<file path="config.mk">
export PLATFORM = sky130hd
export DESIGN_NAME = bram_arbiter_flat
export DESIGN_NICKNAME = d
export VERILOG_FILES = /design/src/rtl/bram_arbiter_if.sv /design/src/rtl/bram_arbiter.sv /design/src/flat_wrapper.sv
export SDC_FILE = /design/constraint.sdc
export NUM_CORES = 1
export LEC_CHECK = 0
export ABC_AREA = 1
export CAP_MARGIN = 25
export CORE_AREA = 5 5 129 131
export CTS_BUF_LIST = sky130_fd_sc_hd__clkbuf_4
export DETAILED_ROUTE_END_ITERATION = 10
export DIE_AREA = 0 0 134 136
export DONT_BUFFER_PORTS = 1
export PLACE_DENSITY = 0.62
export SLEW_MARGIN = 20
export SYNTH_ARGS = -nofsm -noshare
export SYNTH_HDL_FRONTEND = slang
export SYNTH_SLANG_ARGS = --single-unit
</file>
<file path="constraint.sdc">
create_clock -name iwClk -period 2.4 [get_ports iwClk]
set_input_delay 0.48 -clock iwClk [delete_from_list [all_inputs] [get_ports iwClk]]
set_output_delay 0.48 -clock iwClk [all_outputs]
set_load 0.01 [all_outputs]
</file>
<file path="src/rtl/bram_arbiter_if.sv">
`default_nettype none
// ---------------------------------------------------------------------------
// bram_arbiter_if : master-side request/response and memory-side bus bundle
//                   shared by bram_arbiter and its two requesters.
// Revision: 1.0
// ---------------------------------------------------------------------------
interface bram_arbiter_if;
  logic        iwM0Req;
  logic        iwM0We;
  logic [31:0] iwM0Addr;
  logic [31:0] iwM0WData;
  logic [3:0]  iwM0Wstrb;
  logic        owM0Gnt;
  logic        owM0RValid;
  logic [31:0] owM0RData;

  logic        iwM1Req;
  logic        iwM1We;
  logic [31:0] iwM1Addr;
  logic [31:0] iwM1WData;
  logic [3:0]  iwM1Wstrb;
  logic        owM1Gnt;
  logic        owM1RValid;
  logic [31:0] owM1RData;

  logic [31:0] owReadAddr;
  logic [31:0] owWriteAddr;
  logic [31:0] owWriteData;
  logic [3:0]  owWstrb;
  logic [31:0] iwReadData;

  modport slave (
    input  iwM0Req, iwM0We, iwM0Addr, iwM0WData, iwM0Wstrb,
    input  iwM1Req, iwM1We, iwM1Addr, iwM1WData, iwM1Wstrb,
    input  iwReadData,
    output owM0Gnt, owM0RValid, owM0RData,
    output owM1Gnt, owM1RValid, owM1RData,
    output owReadAddr, owWriteAddr, owWriteData, owWstrb
  );

  modport master (
    output iwM0Req, iwM0We, iwM0Addr, iwM0WData, iwM0Wstrb,
    output iwM1Req, iwM1We, iwM1Addr, iwM1WData, iwM1Wstrb,
    output iwReadData,
    input  owM0Gnt, owM0RValid, owM0RData,
    input  owM1Gnt, owM1RValid, owM1RData,
    input  owReadAddr, owWriteAddr, owWriteData, owWstrb
  );
endinterface
`default_nettype wire

</file>
<file path="src/rtl/bram_arbiter.sv">
`default_nettype none
// ---------------------------------------------------------------------------
// bram_arbiter : two-master round-robin arbiter with bounded burst hold in
//                front of a single-port BRAM. BRAM_ARB_PERF_EN adds counters.
// Revision: 1.0
// ---------------------------------------------------------------------------
module bram_arbiter #(
  parameter int P_MAX_BURST = 4
) (
  input  logic        iwClk,
  input  logic        iwRst,
`ifdef BRAM_ARB_PERF_EN
  output logic [31:0] owGntCnt0,
  output logic [31:0] owGntCnt1,
`endif
  bram_arbiter_if.slave bus
);
  typedef enum logic [1:0] {
    OWN_NONE = 2'd0,
    OWN_M0   = 2'd1,
    OWN_M1   = 2'd2
  } owner_e;

  localparam logic [7:0] BURST_LIM = 8'(P_MAX_BURST - 1);
  localparam logic [7:0] BURST_MAX = 8'(P_MAX_BURST);

  owner_e      owner_q, owner_d;
  logic        last_gnt_q, last_gnt_d;
  logic [7:0]  burst_cnt_q, burst_cnt_d;
  logic        rd_pend_q, rd_pend_d;
  logic        rd_id_q, rd_id_d;
  logic [31:0] addr_q, addr_d;
  logic [31:0] wdata_q, wdata_d;
  logic [31:0] rdata0_q, rdata0_d;
  logic [31:0] rdata1_q, rdata1_d;

  logic        gnt0, gnt1, gnt_any;
  logic        sel_we;
  logic [31:0] sel_addr, sel_wdata;
  logic [3:0]  sel_wstrb;
  logic        rvalid0, rvalid1;

  always_comb begin
    gnt0 = 1'b0;
    gnt1 = 1'b0;
    if (!iwRst) begin
      case (owner_q)
        OWN_M0: begin
          if (bus.iwM0Req && (!bus.iwM1Req || burst_cnt_q < BURST_LIM)) gnt0 = 1'b1;
          else if (bus.iwM1Req)                                          gnt1 = 1'b1;
        end
        OWN_M1: begin
          if (bus.iwM1Req && (!bus.iwM0Req || burst_cnt_q < BURST_LIM)) gnt1 = 1'b1;
          else if (bus.iwM0Req)                                          gnt0 = 1'b1;
        end
        default: begin
          // Tie goes to whoever did not win last time.
          if (bus.iwM0Req && bus.iwM1Req) begin
            gnt0 = last_gnt_q;
            gnt1 = !last_gnt_q;
          end else begin
            gnt0 = bus.iwM0Req;
            gnt1 = bus.iwM1Req;
          end
        end
      endcase
    end
  end

  assign gnt_any   = gnt0 | gnt1;
  assign sel_we    = gnt1 ? bus.iwM1We    : bus.iwM0We;
  assign sel_addr  = gnt1 ? bus.iwM1Addr  : bus.iwM0Addr;
  assign sel_wdata = gnt1 ? bus.iwM1WData : bus.iwM0WData;
  assign sel_wstrb = gnt1 ? bus.iwM1Wstrb : bus.iwM0Wstrb;

  // A read still in flight when reset arrives must not be reported.
  assign rvalid0 = rd_pend_q && !rd_id_q && !iwRst;
  assign rvalid1 = rd_pend_q &&  rd_id_q && !iwRst;

  always_comb begin
    owner_d     = owner_q;
    last_gnt_d  = last_gnt_q;
    burst_cnt_d = burst_cnt_q;
    rd_pend_d   = 1'b0;
    rd_id_d     = rd_id_q;
    addr_d      = addr_q;
    wdata_d     = wdata_q;
    rdata0_d    = rdata0_q;
    rdata1_d    = rdata1_q;
    if (gnt_any) begin
      owner_d    = gnt1 ? OWN_M1 : OWN_M0;
      last_gnt_d = gnt1;
      if (owner_d == owner_q)
        burst_cnt_d = (burst_cnt_q >= BURST_MAX) ? burst_cnt_q : burst_cnt_q + 8'd1;
      else
        burst_cnt_d = 8'd0;
      rd_pend_d = !sel_we;
      rd_id_d   = gnt1;
      addr_d    = sel_addr;
      wdata_d   = sel_wdata;
    end else begin
      owner_d     = OWN_NONE;
      burst_cnt_d = 8'd0;
    end
    if (rvalid0) rdata0_d = bus.iwReadData;
    if (rvalid1) rdata1_d = bus.iwReadData;
  end

  always_ff @(posedge iwClk) begin
    if (iwRst) begin
      owner_q     <= OWN_NONE;
      last_gnt_q  <= 1'b1;
      burst_cnt_q <= 8'd0;
      rd_pend_q   <= 1'b0;
      rd_id_q     <= 1'b0;
      addr_q      <= 32'd0;
      wdata_q     <= 32'd0;
      rdata0_q    <= 32'd0;
      rdata1_q    <= 32'd0;
    end else begin
      owner_q     <= owner_d;
      last_gnt_q  <= last_gnt_d;
      burst_cnt_q <= burst_cnt_d;
      rd_pend_q   <= rd_pend_d;
      rd_id_q     <= rd_id_d;
      addr_q      <= addr_d;
      wdata_q     <= wdata_d;
      rdata0_q    <= rdata0_d;
      rdata1_q    <= rdata1_d;
    end
  end

  assign bus.owM0Gnt     = gnt0;
  assign bus.owM1Gnt     = gnt1;
  assign bus.owM0RValid  = rvalid0;
  assign bus.owM1RValid  = rvalid1;
  assign bus.owM0RData   = rvalid0 ? bus.iwReadData : rdata0_q;
  assign bus.owM1RData   = rvalid1 ? bus.iwReadData : rdata1_q;
  assign bus.owReadAddr  = gnt_any ? sel_addr  : addr_q;
  assign bus.owWriteAddr = gnt_any ? sel_addr  : addr_q;
  assign bus.owWriteData = gnt_any ? sel_wdata : wdata_q;
  assign bus.owWstrb     = (gnt_any && sel_we) ? sel_wstrb : 4'd0;

`ifdef BRAM_ARB_PERF_EN
  logic [31:0] gnt_cnt0_q, gnt_cnt0_d;
  logic [31:0] gnt_cnt1_q, gnt_cnt1_d;

  always_comb begin
    gnt_cnt0_d = gnt_cnt0_q + {31'd0, gnt0};
    gnt_cnt1_d = gnt_cnt1_q + {31'd0, gnt1};
  end

  always_ff @(posedge iwClk) begin
    if (iwRst) begin
      gnt_cnt0_q <= 32'd0;
      gnt_cnt1_q <= 32'd0;
    end else begin
      gnt_cnt0_q <= gnt_cnt0_d;
      gnt_cnt1_q <= gnt_cnt1_d;
    end
  end

  assign owGntCnt0 = gnt_cnt0_q;
  assign owGntCnt1 = gnt_cnt1_q;
`endif
endmodule
`default_nettype wire

</file>
<file path="src/flat_wrapper.sv">
// flat-port wrapper written by rule: the top's interface ports become plain ports
module bram_arbiter_flat 
#(
  parameter int P_MAX_BURST = 4
)
  (iwClk, iwRst, bus_iwM0Req, bus_iwM0We, bus_iwM0Addr, bus_iwM0WData, bus_iwM0Wstrb, bus_iwM1Req, bus_iwM1We, bus_iwM1Addr, bus_iwM1WData, bus_iwM1Wstrb, bus_iwReadData, bus_owM0Gnt, bus_owM0RValid, bus_owM0RData, bus_owM1Gnt, bus_owM1RValid, bus_owM1RData, bus_owReadAddr, bus_owWriteAddr, bus_owWriteData, bus_owWstrb);
  bram_arbiter_if bus_i ();
  input  logic iwClk;
  input  logic iwRst;
  input wire logic [$bits(bus_i.iwM0Req)-1:0] bus_iwM0Req;
  input wire logic [$bits(bus_i.iwM0We)-1:0] bus_iwM0We;
  input wire logic [$bits(bus_i.iwM0Addr)-1:0] bus_iwM0Addr;
  input wire logic [$bits(bus_i.iwM0WData)-1:0] bus_iwM0WData;
  input wire logic [$bits(bus_i.iwM0Wstrb)-1:0] bus_iwM0Wstrb;
  input wire logic [$bits(bus_i.iwM1Req)-1:0] bus_iwM1Req;
  input wire logic [$bits(bus_i.iwM1We)-1:0] bus_iwM1We;
  input wire logic [$bits(bus_i.iwM1Addr)-1:0] bus_iwM1Addr;
  input wire logic [$bits(bus_i.iwM1WData)-1:0] bus_iwM1WData;
  input wire logic [$bits(bus_i.iwM1Wstrb)-1:0] bus_iwM1Wstrb;
  input wire logic [$bits(bus_i.iwReadData)-1:0] bus_iwReadData;
  output wire logic [$bits(bus_i.owM0Gnt)-1:0] bus_owM0Gnt;
  output wire logic [$bits(bus_i.owM0RValid)-1:0] bus_owM0RValid;
  output wire logic [$bits(bus_i.owM0RData)-1:0] bus_owM0RData;
  output wire logic [$bits(bus_i.owM1Gnt)-1:0] bus_owM1Gnt;
  output wire logic [$bits(bus_i.owM1RValid)-1:0] bus_owM1RValid;
  output wire logic [$bits(bus_i.owM1RData)-1:0] bus_owM1RData;
  output wire logic [$bits(bus_i.owReadAddr)-1:0] bus_owReadAddr;
  output wire logic [$bits(bus_i.owWriteAddr)-1:0] bus_owWriteAddr;
  output wire logic [$bits(bus_i.owWriteData)-1:0] bus_owWriteData;
  output wire logic [$bits(bus_i.owWstrb)-1:0] bus_owWstrb;
  assign bus_i.iwM0Req = bus_iwM0Req;
  assign bus_i.iwM0We = bus_iwM0We;
  assign bus_i.iwM0Addr = bus_iwM0Addr;
  assign bus_i.iwM0WData = bus_iwM0WData;
  assign bus_i.iwM0Wstrb = bus_iwM0Wstrb;
  assign bus_i.iwM1Req = bus_iwM1Req;
  assign bus_i.iwM1We = bus_iwM1We;
  assign bus_i.iwM1Addr = bus_iwM1Addr;
  assign bus_i.iwM1WData = bus_iwM1WData;
  assign bus_i.iwM1Wstrb = bus_iwM1Wstrb;
  assign bus_i.iwReadData = bus_iwReadData;
  assign bus_owM0Gnt = bus_i.owM0Gnt;
  assign bus_owM0RValid = bus_i.owM0RValid;
  assign bus_owM0RData = bus_i.owM0RData;
  assign bus_owM1Gnt = bus_i.owM1Gnt;
  assign bus_owM1RValid = bus_i.owM1RValid;
  assign bus_owM1RData = bus_i.owM1RData;
  assign bus_owReadAddr = bus_i.owReadAddr;
  assign bus_owWriteAddr = bus_i.owWriteAddr;
  assign bus_owWriteData = bus_i.owWriteData;
  assign bus_owWstrb = bus_i.owWstrb;
  bram_arbiter #(.P_MAX_BURST(P_MAX_BURST)) u_core (.iwClk(iwClk), .iwRst(iwRst), .bus(bus_i));
endmodule
</file>
==> impl_metrics.yaml <==
global_routing:
  grt_start_max_net_pins: 113
  grt_pass1_wl_mm: 38.2
  grt_pass1_vias: 7092
  grtUsageTotal: 0.270
  grt_antenna_before_repair: 1
  grt_remaining_overflow: 0
floorplan:
  die_area_sq_um: 18200
  die_h_um: 136
  die_w_um: 134
  start_util: 0.465
  placementRows: 46
  ios: 342
  core-area_sq_um: 15500
timing:
  hold_viol: 0
  grt_setup_unrepaired: "true"
  setup_viol: 106
  post-route-period-util: 1.20
  fmax_mhz: 346
  maxSlewViolCount: 0
  final.setup.worst_slack_ps: -488
  worst_pin_slew_ps: 519
  post-route-min-period_ps: 2890
  max_slew_margin: 0.654
  finClkSkew_ps: 15.0
clock_network:
  cts.htree.levels: 4
  path_clk_slew_ps: 130
  cts.sink_count: 141
  worst_skew_pair.late_latency_ps: 530
  clk_path_buf_depth: 2
  cts_tree: "yes"
  cts_buffers: 17
  cts_root_buf: "clkbuf_4"
pwr:
  fin_total_pwr_uw: 16800
  seqPwrFrac: 0.194
  p_per_area_nw_per_um2: 1640
  p_clk_frac: 0.098
  p_sw_frac: 0.449
  peakVddDrop_uv: 622
  p_comb_frac: 0.707
  p_leak_uw: 0.00537
  power.switching_uw: 7540
  intPower_uw: 9240
setup_path:
  end_kind: "register"
  reg2reg_from: "u_core.owner_q[0]"
  startpoint_type: "register"
  path_class: "register to register"
  cp-startpoint: "u_core.owner_q[0]"
  required_ps: 2870
  crit_fanout: 8
  worst_ep_arrival_time_ps: 3350
placed_design:
  hpwl_mm: 14.2
  placement.cell_area_sq_um: 7530
  dp.cells: 1216
  portBuffers: 0
  routabilityCongestion: 0.804
  post-place-ws_ps: -33.4
synth:
  syn_area_sq_um: 7200
  syn_avg_cell_area_sq_um: 6.88
  synthDistinctLibCells: 25
  synth_simple_gate_area_frac: 0.378
  yosysWarnings: 0
  synth.area.mux_share: 0.00139
  synth-xor-area-share: 0.00122
  synth_fa_ha_area_frac: 0.00695
  synth-compound-area-share: 0.0573
  synth_top_family_by_area: "simple AND/OR/NAND/NOR gates"
  postSynthCellCount: 1046
  ys_ff_latch: 141
  syn_nets: 1224
  yosysSeqAreaShare: 0.392
routing:
  drtAntennaViolNets: 0
  viasPerCell: 5.29
  via_count: 7203
  first_pass_iters: 5
  dr.first_iter.drc_count: 402
  post_drt_wl_per_cell_um: 19.3
  remaining_drc_errors: 0
  wirelength_mm: 26.2
finish:
  fin_nets: 1333
  final_common_cell: "dfxtp_1"
  fillers: 1301
  layout_common_cells: "dfxtp_1 (136), nor2_1 (132), buf_4 (120)"
  utilization: 0.659
  fin_area_sq_um: 10200
  final_cells: 1361
  syn2layout_area_growth_pct: 41.7
  drive_above_1_share: 0.452
worst_hold_path:
  hp-start: "bus_iwReadData[15]"
  holdCritPathClass: "primary input to register"
run_status:
  status: "finished with violations"
  violations: "setup timing"
flow_run:
  maxCapViolCount: 0
[critical path, stage by stage, from the launching register on]
cell and delay, ps:
dfxtp_2 360, inv_2 50, ha_4 250, inv_2 40
a21oi_2 120, o21ai_1 90, nand2_1 110, inv_4 100
nand2_8 130, nand2_8 120, buf_12 180, nand3_2 60
nand2_2 60, buf_4 130, buf_4 120, buf_4 120
buf_4 120, buf_4 120, buf_4 120, buf_4 120
buf_4 120, buf_4 120, nor2_1 70
[power by group through the flow]
stage	logic [uW]	registers, uW	clock network, uW
after floorplan	5540	3240	0
after global placement	7180	3260	0
after detailed placement	7200	3290	0
after CTS	10800	3250	1690
after global routing	12700	3330	1800
final	11900	3260	1650
[cell usage after synthesis (all sizes together)]
library cell | number | area, sq um
mux2i | 1 | 10.0
nand3 | 131 | 661
or2 | 64 | 400
nor3 | 1 | 5.00
o21ai | 68 | 340
nor2 | 140 | 526
ha | 4 | 50.1
nand3b | 64 | 480
buf | 72 | 493
a21boi | 4 | 30.0
nand4 | 1 | 12.5
a21oi | 7 | 35.0
xor2 | 1 | 8.76
dfxtp | 141 | 2820
o211ai | 1 | 7.51
clkbuf | 29 | 109
nand2 | 164 | 636
inv | 153 | 574
[layout make-up]
class                      instances  area, sq um  share of cell area
clock buffer                      18          135              0.0132
sequential                       141         2830               0.277
inverter                         153          649              0.0636
clock inverter                    13          166              0.0163
tap                              192          240              0.0235
multi-input combinational        652         4020               0.394
timing repair buffer             190         2150               0.211
antenna                            2         5.00            0.000490
[per-layer routing]
metal  up-vias  global-route usage  wire length, um
met1      3358               0.284             9850
met3        73              0.0859             2020
met2       328               0.492            13400
li1       3444                   -                -
met5         -                   0                0
met4         0               0.125              908
[repair_timing]
| item | 4_1_cts | 5_1_grt |
|---|---|---|
| setup buffers | 74 | 14 |
| pin swaps | 44 | 47 |
| setup endpoints to repair | 123 | 178 |
| gates cloned | 19 | 3 |
| hold buffers | 17 | 0 |
| resized for setup | 223 | 187 |
| endpoints found under the hold margin | 128 | 0 |
[path summary, 6_finish.rpt]
path	end	slack [ps]	cells past startpoint
worst min register to register	u_core.burst_cnt_q[3]	470	2
worst min-delay path	u_core.rdata0_q[15]	80	2
worst max-delay path	u_core.addr_q[8]	-490	22
worst max register to register	u_core.addr_q[8]	-490	22
[state kept, by name, indices dropped and copies added (netlist names)]
| signal | count |
|---|---|
| u_core.addr_q | 32 |
| u_core.rdata0_q | 32 |
| u_core.rdata1_q | 32 |
| u_core.wdata_q | 32 |
| u_core.burst_cnt_q | 8 |
| u_core.owner_q | 2 |
| u_core.last_gnt_q | 1 |
| u_core.rd_id_q | 1 |
| u_core.rd_pend_q | 1 |
[per-stage QoR]
step           setup TNS, ps  hold WS (ps)
3_5_place_dp            -101           453
5_1_grt               -64930          22.9
3_3_place_gp               0           440
4_1_cts               -45120          78.7
2_1_floorplan              0           427
6_report              -44080          84.3
[cell families (layout without fill, tap and decap cells)]
| logic type | count (synthesis) | in the layout |
|---|---|---|
| other | 0 | 2 |
| muxes | 1 | 1 |
| and+or+nand+nor | 565 | 566 |
| xor gates and xnor gates | 1 | 1 |
| DFF | 141 | 141 |
| AOI/OAI and AO/OA | 80 | 80 |
| adders and majority gates | 4 | 4 |
| buffers and inverters | 254 | 374 |
No activity file was read; power rests on OpenSTA's default activity.
